File: config.mk
export PLATFORM = sky130hd
export DESIGN_NAME = ssd_display_arbiter_flat
export DESIGN_NICKNAME = d
export VERILOG_FILES = /design/src/rtl/ssd_display_arbiter_if.sv /design/src/rtl/ssd_display_arbiter.sv /design/src/flat_wrapper.sv
export SDC_FILE = /design/constraint.sdc
export NUM_CORES = 1
export LEC_CHECK = 0
export CORE_ASPECT_RATIO = 1.4
export CORE_MARGIN = 2
export CORE_UTILIZATION = 45
export DETAILED_ROUTE_END_ITERATION = 7
export HOLD_SLACK_MARGIN = 0.03
export PLACE_DENSITY = 0.78
export SLEW_MARGIN = 40
export SYNTH_ARGS = -nofsm -noshare
export SYNTH_HDL_FRONTEND = slang
export SYNTH_SLANG_ARGS = --single-unit
File: constraint.sdc
create_clock -name clk -period 2.41 [get_ports clk]
set_clock_uncertainty 0.05 [all_clocks]
set_input_delay 0.6025 -clock clk [delete_from_list [all_inputs] [get_ports clk]]
set_output_delay 0.6025 -clock clk [all_outputs]
set_load 0.01 [all_outputs]
File: src/rtl/ssd_display_arbiter_if.sv
// Requester/display bundle for the shared seven-segment display arbiter.
// The master side drives requests and values; the slave side drives the display.
interface ssd_display_arbiter_if;
   logic [2:0]  req;
   logic [13:0] val0;
   logic [13:0] val1;
   logic [13:0] val2;
   logic [2:0]  grant;
   logic        busy;
   logic [3:0]  activate;
   logic [6:0]  LED_output;

   modport master (
      output req, val0, val1, val2,
      input  grant, busy, activate, LED_output
   );

   modport slave (
      input  req, val0, val1, val2,
      output grant, busy, activate, LED_output
   );
endinterface

File: src/rtl/ssd_display_arbiter.sv
// Round-robin owner of a 4-digit seven-segment display with minimum hold,
// sequential double-dabble conversion and registered anode/segment scan.
module ssd_display_arbiter #(
   parameter int TICK_DIV   = 100000,
   parameter int HOLD_TICKS = 1000
) (
   input  logic                 clk,
   input  logic                 reset,
   ssd_display_arbiter_if.slave bus
);

   localparam int TW = (TICK_DIV > 1) ? $clog2(TICK_DIV) : 1;
   localparam int HW = $clog2(HOLD_TICKS + 1);

   typedef enum logic [1:0] {IDLE, CONVERT, SHOW} state_t;

   state_t        r_state, w_next;
   logic [TW-1:0] r_tick_cnt;
   logic [HW-1:0] r_hold_cnt;
   logic [1:0]    r_last_ptr;
   logic [2:0]    r_grant;
   logic [13:0]   r_hold_val;
   logic [13:0]   r_bin;
   logic [15:0]   r_bcd;
   logic [3:0]    r_step;
   logic [15:0]   r_digits;
   logic          r_ovf;
   logic [1:0]    r_idx;
   logic [3:0]    r_act;
   logic [6:0]    r_led;

   logic          w_tick, w_hold_done, w_holder_req, w_others;
   logic          w_load, w_commit, w_drop, w_ovf_nxt;
   logic [1:0]    w_c1, w_c2, w_sel, w_mux_idx, w_idx_nxt;
   logic [13:0]   w_mux_val, w_bin_nxt;
   logic [15:0]   w_adj, w_bcd_nxt, w_dig_nxt;
   logic [3:0]    w_nib;

   function automatic logic [1:0] inc3(input logic [1:0] p);
      return (p == 2'd2) ? 2'd0 : p + 2'd1;
   endfunction

   function automatic logic [6:0] seg(input logic [3:0] d);
      unique case (d)
         4'd0:    return 7'b1000000;
         4'd1:    return 7'b1111001;
         4'd2:    return 7'b0100100;
         4'd3:    return 7'b0110000;
         4'd4:    return 7'b0011001;
         4'd5:    return 7'b0010010;
         4'd6:    return 7'b0000010;
         4'd7:    return 7'b1111000;
         4'd8:    return 7'b0000000;
         4'd9:    return 7'b0011000;
         default: return 7'b1111111;
      endcase
   endfunction

   assign w_tick       = (r_tick_cnt == TW'(TICK_DIV - 1));
   assign w_hold_done  = (r_hold_cnt == HW'(HOLD_TICKS));
   assign w_holder_req = bus.req[r_last_ptr];
   assign w_others     = |(bus.req & ~r_grant);

   // Cyclic search starting just after the last winner
   assign w_c1  = inc3(r_last_ptr);
   assign w_c2  = inc3(w_c1);
   assign w_sel = bus.req[w_c1] ? w_c1 :
                  bus.req[w_c2] ? w_c2 : r_last_ptr;

   assign w_mux_idx = (r_state == IDLE) ? w_sel : r_last_ptr;

   always_comb begin
      w_mux_val = bus.val2;
      unique case (w_mux_idx)
         2'd0:    w_mux_val = bus.val0;
         2'd1:    w_mux_val = bus.val1;
         default: w_mux_val = bus.val2;
      endcase
   end

   always_comb begin
      w_adj = r_bcd;
      for (int i = 0; i < 4; i++) begin
         if (r_bcd[4*i +: 4] >= 4'd5)
            w_adj[4*i +: 4] = r_bcd[4*i +: 4] + 4'd3;
      end
      {w_bcd_nxt, w_bin_nxt} = {w_adj[14:0], r_bin, 1'b0};
   end

   always_ff @(posedge clk or negedge reset) begin
      if (!reset) r_state <= IDLE;
      else        r_state <= w_next;
   end

   always_comb begin
      w_next = r_state;
      unique case (r_state)
         IDLE:    if (|bus.req) w_next = CONVERT;
         CONVERT: if (r_step == 4'd13) w_next = SHOW;
         SHOW: begin
            if (!w_holder_req)    w_next = IDLE;
            else if (w_hold_done) w_next = w_others ? IDLE : CONVERT;
         end
         default: w_next = IDLE;
      endcase
   end

   always_comb begin
      bus.busy  = (r_state == CONVERT);
      bus.grant = r_grant;
      w_commit  = (r_state == CONVERT) && (r_step == 4'd13);
      w_drop    = (r_state == SHOW) && (w_next == IDLE);
      w_load    = ((r_state == IDLE) && (|bus.req)) ||
                  ((r_state == SHOW) && (w_next == CONVERT));
   end

   always_ff @(posedge clk or negedge reset) begin
      if (!reset) begin
         r_tick_cnt <= '0;
         r_hold_cnt <= '0;
      end else begin
         r_tick_cnt <= w_tick ? '0 : r_tick_cnt + TW'(1);
         if (w_commit)
            r_hold_cnt <= '0;
         else if ((r_state == SHOW) && w_tick && !w_hold_done)
            r_hold_cnt <= r_hold_cnt + HW'(1);
      end
   end

   always_ff @(posedge clk or negedge reset) begin
      if (!reset) begin
         r_last_ptr <= 2'd2;
         r_grant    <= '0;
         r_hold_val <= '0;
         r_bin      <= '0;
         r_bcd      <= '0;
         r_step     <= '0;
         r_digits   <= '0;
         r_ovf      <= 1'b0;
      end else begin
         if (w_load) begin
            r_hold_val <= w_mux_val;
            r_bin      <= w_mux_val;
            r_bcd      <= '0;
            r_step     <= '0;
            r_grant    <= 3'b001 << w_mux_idx;
            r_last_ptr <= w_mux_idx;
         end else if (r_state == CONVERT) begin
            r_bin  <= w_bin_nxt;
            r_bcd  <= w_bcd_nxt;
            r_step <= r_step + 4'd1;
         end
         if (w_drop)
            r_grant <= '0;
         if (w_commit) begin
            r_digits <= w_bcd_nxt;
            r_ovf    <= (r_hold_val > 14'd9999);
         end
      end
   end

   // Outputs are registered from next-state values so commit and scan line up
   assign w_idx_nxt = w_tick ? r_idx + 2'd1 : r_idx;
   assign w_dig_nxt = w_commit ? w_bcd_nxt : r_digits;
   assign w_ovf_nxt = w_commit ? (r_hold_val > 14'd9999) : r_ovf;

   always_comb begin
      w_nib = w_dig_nxt[15:12];
      unique case (w_idx_nxt)
         2'd0: w_nib = w_dig_nxt[15:12];
         2'd1: w_nib = w_dig_nxt[11:8];
         2'd2: w_nib = w_dig_nxt[7:4];
         2'd3: w_nib = w_dig_nxt[3:0];
      endcase
   end

   always_ff @(posedge clk or negedge reset) begin
      if (!reset) begin
         r_idx <= '0;
         r_act <= 4'b0111;
         r_led <= 7'b1000000;
      end else begin
         r_idx <= w_idx_nxt;
         r_act <= ~(4'b1000 >> w_idx_nxt);
         r_led <= w_ovf_nxt ? 7'b0111111 : seg(w_nib);
      end
   end

   assign bus.activate   = r_act;
   assign bus.LED_output = r_led;

endmodule

File: src/flat_wrapper.sv
// flat-port wrapper written by rule: the top's interface ports become plain ports
module ssd_display_arbiter_flat 
#(
   parameter int TICK_DIV   = 100000,
   parameter int HOLD_TICKS = 1000
)
  (clk, reset, bus_req, bus_val0, bus_val1, bus_val2, bus_grant, bus_busy, bus_activate, bus_LED_output);
  ssd_display_arbiter_if bus_i ();
  input  logic clk;
  input  logic reset;
  input wire logic [$bits(bus_i.req)-1:0] bus_req;
  input wire logic [$bits(bus_i.val0)-1:0] bus_val0;
  input wire logic [$bits(bus_i.val1)-1:0] bus_val1;
  input wire logic [$bits(bus_i.val2)-1:0] bus_val2;
  output wire logic [$bits(bus_i.grant)-1:0] bus_grant;
  output wire logic [$bits(bus_i.busy)-1:0] bus_busy;
  output wire logic [$bits(bus_i.activate)-1:0] bus_activate;
  output wire logic [$bits(bus_i.LED_output)-1:0] bus_LED_output;
  assign bus_i.req = bus_req;
  assign bus_i.val0 = bus_val0;
  assign bus_i.val1 = bus_val1;
  assign bus_i.val2 = bus_val2;
  assign bus_grant = bus_i.grant;
  assign bus_busy = bus_i.busy;
  assign bus_activate = bus_i.activate;
  assign bus_LED_output = bus_i.LED_output;
  ssd_display_arbiter #(.TICK_DIV(TICK_DIV), .HOLD_TICKS(HOLD_TICKS)) u_core (.clk(clk), .reset(reset), .bus(bus_i));
endmodule
Yosys cells after proc, flatten, opt, wreduce, memory -nomap -nowiden --
Memory sizes are Yosys's and may differ from the RTL's. Index checks and enable logic that the tools add are counted. W data, S select, Z words.
Word-level totals: flip-flop bits (word level) 112, ROM bits 112, input port bits 47, output and inout port bits 15, logic and storage cells 105, memories kept 1
Operators by class: add/sub/neg operators 10, order comparisons 8, eq/ne operators 12, shifts and indexed selects 2, multiplexer cells 38, bitwise gates (word level) 3, reductions and logical operators 17
Memory list:
- (no name shown) | depth 16, width 7, rd ports 1, clocked after memory_dff 0, wr ports 0, RTL line ssd_display_arbiter.sv:44 | unique case (d)
Operators with widths (number):
- $mux W16 | 3
- $mux W14 | 2
- $pmux W14 S2 | 1
- $mux W10 | 2
- $mux W2 | 10
- $mux W4 | 5
- $add A17 B1 Y17 const B | 1
- $eq A17 B17 Y1 const B | 1
- $mux W17 | 1
- $ge A4 B3 Y1 const B | 4
- $pmux W4 S4 | 1
- $gt A14 B14 Y1 const B | 1
- $add A4 B2 Y4 const B | 3
- $add A10 B1 Y10 const B | 1
- $eq A10 B10 Y1 const B | 1
- $eq A2 B2 Y1 const B | 5
- $lt A2 B3 Y1 const B | 3
- $mux W3 | 3
- $eq A2 B1 Y1 const B | 4
- $logic_not A2 Y1 | 4
- $mux W7 | 1
- $add A2 B1 Y2 const B | 3
- $bmux W1 S2 | 3
- $logic_and A1 B1 Y1 | 6
- 14 further kinds | 21

Longest topological paths before layout --
Gate-level depths: netlist of run 1.
word-level depth 12, depth in mapped cells 13, depth with buffers taken out 12

Least setup slack after synthesis of run 1 --
No wires, ideal clock.
path kind flip-flop to flip-flop, from register u_core.r_bcd[0], to register u_core.r_led[3] (netlist: u_core.bus.LED_output[3]), setup time 0.137 ns, data arrival time 2.456 ns, required time 2.223 ns, path slack -0.233 ns, stages on the path, launching flop included 13, buffers on the path 0, period minus slack after synthesis 2.643 ns, cells stage by stage dfrtp_1 inv_1 ha_1 nor2b_1 o21ai_0 o311ai_0 a22oi_1 nor3_4 inv_1 ha_1 inv_1 mux2i_1 a21oi_1
Between the ends: cells in the longest elaborated chain, start to end 6, elaborated cells between the ends (all ways) 7, classes of those cells 1 x add/sub; 1 x order compare; 4 x mux; 1 x memory
RTL lines:
- start, declared | RTL line ssd_display_arbiter.sv:24 | logic [15:0] r_bcd;
- start signal, assigned | RTL line ssd_display_arbiter.sv:150 | r_bcd <= w_bcd_nxt;
- $add A4 B2 Y4 / $ge A4 B3 Y1 (equally long branches) | RTL line ssd_display_arbiter.sv:85, ssd_display_arbiter.sv:84
- $mux W4 * | RTL line ssd_display_arbiter.sv:84 | if (r_bcd[4*i +: 4] >= 4'd5)
- $mux W16 * | RTL line ssd_display_arbiter.sv:164 | assign w_dig_nxt = w_commit ? w_bcd_nxt : r_digits;
- $pmux W4 S4 * | RTL line ssd_display_arbiter.sv:169 | unique case (w_idx_nxt)
- $mem_v2 Z16 W7 *
- $mux W7 * | RTL line ssd_display_arbiter.sv:185 | r_led <= w_ovf_nxt ? 7'b0111111 : seg(w_nib);
- end signal, assigned | RTL line ssd_display_arbiter.sv:185
- end, declared | RTL line ssd_display_arbiter.sv:30 | logic [6:0] r_led;
Every way passes the cells marked *; elsewhere a longest branch is shown, timed or not. A chain may end at the register's enable or synchronous reset.

Final worst setup path of run 1 --
from register u_core.r_bcd[12], to register u_core.r_led[1] (netlist: u_core.bus.LED_output[1])
Between the ends: cells in the longest elaborated chain, start to end 6, elaborated cells between the ends (all ways) 7, classes of those cells 1 x add/sub; 1 x order compare; 4 x mux; 1 x memory
RTL lines:
- $ge A4 B3 Y1 / $add A3 B2 Y3 (equally long branches) | RTL line ssd_display_arbiter.sv:84, ssd_display_arbiter.sv:85
- $mux W3 * | RTL line ssd_display_arbiter.sv:84
- $mux W16 * | RTL line ssd_display_arbiter.sv:164
- via u_core.w_dig_nxt[13] | RTL line ssd_display_arbiter.sv:36 | logic [15:0] w_adj, w_bcd_nxt, w_dig_nxt;
- $pmux W4 S4 * | RTL line ssd_display_arbiter.sv:169
- $mem_v2 Z16 W7 *
- $mux W7 * | RTL line ssd_display_arbiter.sv:185
Mark *: on every way through the listed nets, which the timed path passes. The rest lies on a longest branch.

==> results.sh, run 1 <==
export IMPL_run_status="finished with violations"
export IMPL_violations="setup timing"
export IMPL_numPortBuffers=61
export IMPL_worst_hold_path_type="input pin to async pin"
export IMPL_irDropWorstVdd_v=0.000798
export IMPL_arrival_ns=2.75
export IMPL_gate_count_of_the_mapped_netlist=624
export IMPL_edff_count_synth=0
export IMPL_global_route_usage_over_all_layers=0.238
export IMPL_floorplan_rows=49
export IMPL_areaGrowthSynthToFinish_pct=43.7
export IMPL_post_synthesis_net_count=690
export IMPL_drt_first_iter_violations=441
export IMPL_worst_ep_required_time_ns=2.60
export IMPL_pin_count_of_the_biggest_net_entering_global_routing=42
export IMPL_regArea_mm2=0.00271
export IMPL_synthArstFlopShare=1.00
export IMPL_maximum_operating_frequency_mhz=391
export IMPL_clock_sink_count=108
export IMPL_grt_pass1_wl_mm=26.9
export IMPL_htreeDepth=3
export IMPL_share_clk_of_total_power=0.168
export IMPL_r2r_slack_ns=-0.15
export IMPL_worstPathMaxFanout=3
export IMPL_worst_slack_setup_final_ns=-0.148
export IMPL_pwr_share_comb=0.538
export IMPL_cts_root_buf="sky130_fd_sc_hd__clkbuf_16"
export IMPL_num_io_pins=62
export IMPL_report_final_hold_viol_count=0
export IMPL_tritoncts="yes"
export IMPL_clock_insertion_delay_worst_skew_ns=0.36
export IMPL_path_class="flip-flop to flip-flop"
export IMPL_drv_slew=0
export IMPL_die_h_um=140
export IMPL_synthesis_yosys_warnings=0
export IMPL_final_util=0.663
export IMPL_routabilityCongestion=0.928
export IMPL_multiInputGateArea_mm2=0.00357
export IMPL_dpl_cell_area_mm2=0.00746
export IMPL_post_synth_instance_area_mm2=0.00593
export IMPL_count_of_state_elements_after_synthesis=108
export IMPL_final_setup_viol_count=7
export IMPL_route_detailed_drc=0
export IMPL_layout_min_cycle_time_ns=2.56
export IMPL_synth_cell_type_count=68
export IMPL_power_density_mw_per_mm2=1140
export IMPL_final_antenna_net_count=0
export IMPL_antenna_diode_count=0
export IMPL_worst_hold_slack_ns=0.194
export IMPL_timing_final_crit_share=1.06
export IMPL_yosys_area_top_type="sky130_fd_sc_hd__dfrtp_1"
export IMPL_p_int_w=0.00593
export IMPL_postSynth_topFlopCell="sky130_fd_sc_hd__dfrtp_1"
export IMPL_worst_setup_path_start_kind="flip-flop"
export IMPL_core_mm2=0.0129
export IMPL_cpMaxStageDelayCell="sky130_fd_sc_hd__dfrtp_2"
export IMPL_dr_total_vias=5630
export IMPL_tritoncts_num_buffers=9
export IMPL_switching_share=0.390
export IMPL_cts_buffer_depth=2
export IMPL_drive_above_1_share=0.323
export IMPL_design_die_area_mm2=0.0141
export IMPL_worst_slew_pin_slew_ns=0.587
export IMPL_detailedPlacementHpwl_mm=10.5
export IMPL_crit_chain="buf_6 > ha_4 > nor3b_4 > nor3_4 > o31ai_4 > o21ba_4 > nor3_4 > inv_2 > ha_4 > buf_4 > a21boi_2 > o21ai_1"
export IMPL_p_leak_nw=3.84
export IMPL_sequential_cell_area_fraction_in_the_yosys_report=0.456
export IMPL_post_cts_hold_buffer_count=0
export IMPL_worstSetupEndpointType="flip-flop"
export IMPL_synth_commonest_cells="sky130_fd_sc_hd__dfrtp_1, sky130_fd_sc_hd__nand2_1, sky130_fd_sc_hd__o21ai_0, sky130_fd_sc_hd__nor2_1, sky130_fd_sc_hd__mux2i_1"
export IMPL_nets=848
export IMPL_fin_area_mm2=0.00853
export IMPL_grt_antenna_before_repair=0
export IMPL_p_switching_w=0.00379
export IMPL_via_count_of_the_first_global_routing_pass=5753
export IMPL_cap_violations=0
export IMPL_pwr_share_seq=0.294
export IMPL_max_slew_margin_vs_limit=0.609
export IMPL_avgRoutedWirePerCell_um=18.1
export IMPL_dp_slack_ns=-0.420
export IMPL_globalRoute_totalOverflow=0
export IMPL_syn_avg_cell_area_um2=9.51
export IMPL_max_stage_delay_ns=0.44
export IMPL_synth_most_common_cell="sky130_fd_sc_hd__dfrtp_1"
export IMPL_synth_top_area_frac=0.434
export IMPL_detailedRoute_firstPassIterationCount=5
export IMPL_synthTopCellsByArea="sky130_fd_sc_hd__dfrtp_1, sky130_fd_sc_hd__mux2i_1, sky130_fd_sc_hd__nand2_1, sky130_fd_sc_hd__o21ai_0, sky130_fd_sc_hd__ha_1"
export IMPL_initial_utilization=0.461
export IMPL_avgViaCountPerCell=5.99
export IMPL_path_clk_slew_ns=0.07
export IMPL_rsz0062_at_grt="yes"
export IMPL_postRouteWirelength_mm=17.1
export IMPL_layout_filler_cells=898
export IMPL_die_w_um=101
critical path, delay by kind of cell (launching register included):
family / cells / cell delay [ns]
AOI/OAI and AO/OA: 4 / 0.70
adders and majority gates: 2 / 0.39
buffers and inverters: 3 / 0.35
DFF: 1 / 0.44
and+or+nand+nor: 3 / 0.52
flip-flops by register name, summed over array words and instances, names as in the netlist:
name,cells
u_core.bus.activate,4
u_core.r_bin,14
u_core.r_bcd,16
u_core.r_idx,2
u_core.r_step,4
u_core.r_last_ptr,2
u_core.r_digits,16
u_core.bus.LED_output,7
u_core.r_ovf,1
u_core.r_tick_cnt,17
u_core.r_hold_cnt,10
u_core.bus.grant,3
u_core.r_hold_val,10
u_core.r_state,2
kinds of logic after synthesis:
logic type               share of synthesized area
adder cells (fa/ha/maj)                     0.0401
flip-flops                                   0.456
AND/OR/NAND/NOR                              0.191
buffers and inverters                       0.0474
multiplexers                                0.0595
AO/OA/AOI/OAI                                0.170
XOR/XNOR                                    0.0354
cells in the final DEF, fill, tap and decap left out, types with 11 or more instances in the layout:
cell type and instances:
sky130_fd_sc_hd__nor2_1 43, sky130_fd_sc_hd__nand2_1 77, sky130_fd_sc_hd__buf_4 102, sky130_fd_sc_hd__clkdlybuf4s50_1 59, sky130_fd_sc_hd__o21ai_0 38, sky130_fd_sc_hd__nand3_1 23
sky130_fd_sc_hd__inv_2 11, sky130_fd_sc_hd__ha_4 11, sky130_fd_sc_hd__xor2_1 13, sky130_fd_sc_hd__mux2i_1 32, sky130_fd_sc_hd__o21ai_1 12, sky130_fd_sc_hd__dfrtp_1 102
sky130_fd_sc_hd__inv_1 17, sky130_fd_sc_hd__xnor2_1 11, sky130_fd_sc_hd__o211ai_1 14, sky130_fd_sc_hd__a21oi_1 24
layout make-up:
type,instances,area share
Clock inverter,4,0.00851
Sequential cell,108,0.318
Timing Repair Buffer,178,0.190
Tap cell,153,0.0224
Inverter,29,0.0131
Multi-Input combinational cell,456,0.418
Clock buffer,12,0.0301
stage by stage:
step           TNS, ns  std cells  total power (W)
2_1_floorplan  -0.0366        624          0.00527
3_3_place_gp     -9.25        905          0.00662
3_5_place_dp    -15.71        905          0.00684
4_1_cts        -0.0594        936          0.00913
5_1_grt          -1.36        940           0.0103
6_report        -0.737        940          0.00972
what timing repair did:
action | 4_1_cts | 5_1_grt
cloned | 2 | 0
gates resized for setup | 90 | 45
setup buffers | 16 | 6
pin swaps | 31 | 11
setup endpoints to repair | 13 | 37
power by group through the flow:
| stage | combinational (W) | sequential (W) | clock [W] |
|---|---|---|---|
| floorplan | 0.00254 | 0.00272 | 0 |
| global placement | 0.00387 | 0.00275 | 0 |
| detailed placement | 0.00405 | 0.00279 | 0 |
| CTS | 0.00469 | 0.00280 | 0.00165 |
| global route | 0.00562 | 0.00291 | 0.00175 |
| finish | 0.00522 | 0.00286 | 0.00164 |
path summary, 6_finish.rpt:
path,startpoint,end,depth (start not counted)
worst max-delay path,u_core.r_bcd[12]$_DFFE_PN0P_,u_core.bus.LED_output[1]$_DFF_PN0_,12
worst min-delay path,reset,u_core.r_hold_val[8]$_DFFE_PN0P_,1
worst max register to register,u_core.r_bcd[12]$_DFFE_PN0P_,u_core.bus.LED_output[1]$_DFF_PN0_,12
worst min register to register,u_core.r_hold_val[6]$_DFFE_PN0P_,u_core.r_hold_val[6]$_DFFE_PN0P_,2
max in group asynchronous,reset,u_core.bus.activate[1]$_DFF_PN1_,2
min in group clk,u_core.r_hold_val[6]$_DFFE_PN0P_,u_core.r_hold_val[6]$_DFFE_PN0P_,2
per-layer routing:
layer  GRT usage  vias to the layer above  routed length [um]
met4       0.116                        0                 702
li1            -                     2515                   -
met5           0                        -                   0
met3      0.0547                       67                 983
met1       0.259                     2789                6150
met2       0.426                      259                9220
No activity file was read; power rests on OpenSTA's default activity.
==> inputs of run 2 (changes only) <==
--- a/config.mk
+++ b/config.mk
@@ -7,10 +7,10 @@
 export LEC_CHECK = 0
 export CORE_ASPECT_RATIO = 1.4
 export CORE_MARGIN = 2
-export CORE_UTILIZATION = 45
+export CORE_UTILIZATION = 42
 export DETAILED_ROUTE_END_ITERATION = 7
 export HOLD_SLACK_MARGIN = 0.03
-export PLACE_DENSITY = 0.78
+export PLACE_DENSITY = 0.74
 export SLEW_MARGIN = 40
 export SYNTH_ARGS = -nofsm -noshare
 export SYNTH_HDL_FRONTEND = slang
==> run 2 against run 1 <==
- the run still ends with setup timing left
- combinational power down 11%
- clock-buffer cell count fell by 3
- register-to-register slack improved by 0.09 ns
==> results.sh, run 2 (same netlist as run 1, synthesis figures left out) <==
export IMPL_design_die_area_mm2=0.0151
export IMPL_cpMaxStageDelayCell="sky130_fd_sc_hd__dfrtp_1"
export IMPL_leading_cell_types_in_the_layout_fill_and_taps_excluded="sky130_fd_sc_hd__dfrtp_1, sky130_fd_sc_hd__buf_4, sky130_fd_sc_hd__nand2_1"
export IMPL_run_status="finished with violations"
export IMPL_path_class="flip-flop to flip-flop"
export IMPL_final_antenna_net_count=0
export IMPL_tritoncts_num_buffers=9
export IMPL_die_w_um=104
export IMPL_power_density_mw_per_mm2=1070
export IMPL_numPortBuffers=61
export IMPL_worst_hold_path_type="input pin to async pin"
export IMPL_globalRoute_totalOverflow=0
export IMPL_cts_root_buf="sky130_fd_sc_hd__clkbuf_16"
export IMPL_drive_above_1_share=0.284
export IMPL_clock_sink_count=108
export IMPL_clock_insertion_delay_worst_skew_ns=0.35
export IMPL_nets=845
export IMPL_initial_utilization=0.429
export IMPL_most_frequent_standard_cell_in_the_layout_excluding_fill_and_tap_cells="sky130_fd_sc_hd__dfrtp_1"
export IMPL_avgRoutedWirePerCell_um=15.5
export IMPL_timing_final_crit_share=1.03
export IMPL_num_io_pins=62
export IMPL_routabilityCongestion=0.939
export IMPL_worstSetupEndpointType="flip-flop"
export IMPL_floorplan_rows=51
export IMPL_arrival_ns=2.65
export IMPL_irDropWorstVdd_v=0.000612
export IMPL_detailedPlacementHpwl_mm=10.4
export IMPL_htreeDepth=3
export IMPL_drt_first_iter_violations=228
export IMPL_rsz0062_at_grt="yes"
export IMPL_die_h_um=145
export IMPL_cts_buffer_depth=2
export IMPL_report_final_hold_viol_count=0
export IMPL_final_setup_viol_count=6
export IMPL_worst_setup_path_start_kind="flip-flop"
export IMPL_cap_violations=0
export IMPL_maximum_operating_frequency_mhz=405
export IMPL_top_register="u_core.r_tick_cnt"
export IMPL_postRouteWirelength_mm=15.0
export IMPL_drv_slew=0
export IMPL_worstPathMaxFanout=4
export IMPL_p_leak_nw=3.73
export IMPL_via_count_of_the_first_global_routing_pass=5413
export IMPL_worst_ep_required_time_ns=2.59
export IMPL_pin_count_of_the_biggest_net_entering_global_routing=56
export IMPL_layout_filler_cells=1123
export IMPL_post_layout_nonfiller_instances=969
export IMPL_avgViaCountPerCell=5.48
export IMPL_tritoncts="yes"
export IMPL_worst_slew_pin_slew_ns=0.537
export IMPL_detailedRoute_firstPassIterationCount=5
export IMPL_max_stage_delay_ns=0.43
export IMPL_largest_reg_flops=17
export IMPL_fin_area_mm2=0.00828
export IMPL_grt_antenna_before_repair=0
export IMPL_layout_min_cycle_time_ns=2.47
export IMPL_max_slew_margin_vs_limit=0.642
export IMPL_path_clk_slew_ns=0.07
export IMPL_global_route_usage_over_all_layers=0.198
export IMPL_placedCellCount=938
export IMPL_antenna_diode_count=0
export IMPL_crit_chain="ha_2 > nand2b_1 > a211oi_1 > buf_4 > o31ai_4 > o21ba_4 > nor3_4 > inv_2 > ha_4 > inv_1 > nor4_4 > a21oi_1"
export IMPL_dr_total_vias=5309
export IMPL_grt_pass1_wl_mm=24.3
export IMPL_route_detailed_drc=0
export IMPL_violations="setup timing"
export IMPL_areaGrowthSynthToFinish_pct=39.5
export IMPL_worst_slack_setup_final_ns=-0.0606
export IMPL_dpl_cell_area_mm2=0.00750
export IMPL_core_mm2=0.0138
export IMPL_top_regs="u_core.r_tick_cnt x17, u_core.r_bcd x16, u_core.r_digits x16"
run 2: final cells by class:
type                       count  area, um2  area share
multi-input combinational    456       3370       0.407
sequential                   108       2710       0.327
timing repair buffer         175       1580       0.191
tap                          185        231      0.0280
clock buffer                   9        225      0.0272
inverter                      29        111      0.0135
clock inverter                 7       51.3     0.00620
run 2: worst paths after layout:
path	depth (start not counted)	startpoint	to	slack, ns
min in group clk	2	u_core.r_digits[3]$_DFF_PN0_	u_core.r_digits[3]$_DFF_PN0_	0.44
hold reg to reg	2	u_core.r_digits[3]$_DFF_PN0_	u_core.r_digits[3]$_DFF_PN0_	0.44
setup reg to reg	12	u_core.r_bcd[12]$_DFFE_PN0P_	u_core.bus.LED_output[4]$_DFF_PN0_	-0.06
hold / removal	1	reset	u_core.bus.grant[0]$_DFFE_PN0P_	0.18
max in group asynchronous	2	reset	u_core.bus.LED_output[6]$_DFF_PN1_	1.44
setup / recovery	12	u_core.r_bcd[12]$_DFFE_PN0P_	u_core.bus.LED_output[4]$_DFF_PN0_	-0.06
run 2: worst max-delay path: cells and delay by family, from the launching register on:
family	cells	cell delay [ns]
compound gates	4	0.69
buf+inv	3	0.36
fa+ha+maj	2	0.36
simple gates	3	0.46
flops	1	0.43
run 2: timing repair:
| item | CTS | global route |
|---|---|---|
| hold endpoints to repair | 0 | 0 |
| endpoints found under the setup margin | 8 | 46 |
| gates resized for setup | 70 | 23 |
| buffers inserted | 10 | 6 |
| pin swaps | 21 | 6 |
| hold buffers | 0 | 0 |
| cloned | 1 | 0 |
run 2: metrics by stage:
step                hold WS, ns  worst slack [ns]   util  total power [W]  setup TNS (ns)
finish                    0.179           -0.0606  0.598          0.00888          -0.218
global route              0.216            -0.183  0.598          0.00946           -1.05
CTS                       0.198          -0.00930  0.587          0.00861        -0.00930
detailed placement        0.417            -0.306  0.542          0.00683          -11.91
global placement          0.412            -0.196  0.542          0.00664           -7.87
floorplan                 0.257           -0.0366      -          0.00527         -0.0366
run 2: report_power, final:
part	switching, W	leakage [nW]	internal, W	total, W
clock network	0.000697	0.132	0.000707	0.00140
registers	0.000419	1.37	0.00240	0.00282
logic	0.00233	2.23	0.00232	0.00465
total	0.00345	3.73	0.00543	0.00888
run 2: layer usage:
layer	vias to the layer above	GRT usage	wire length (um)
met2	154	0.380	8060
met5	-	0	0
met3	39	0.0284	569
met1	2591	0.217	5940
li1	2525	-	-
met4	0	0.0818	413
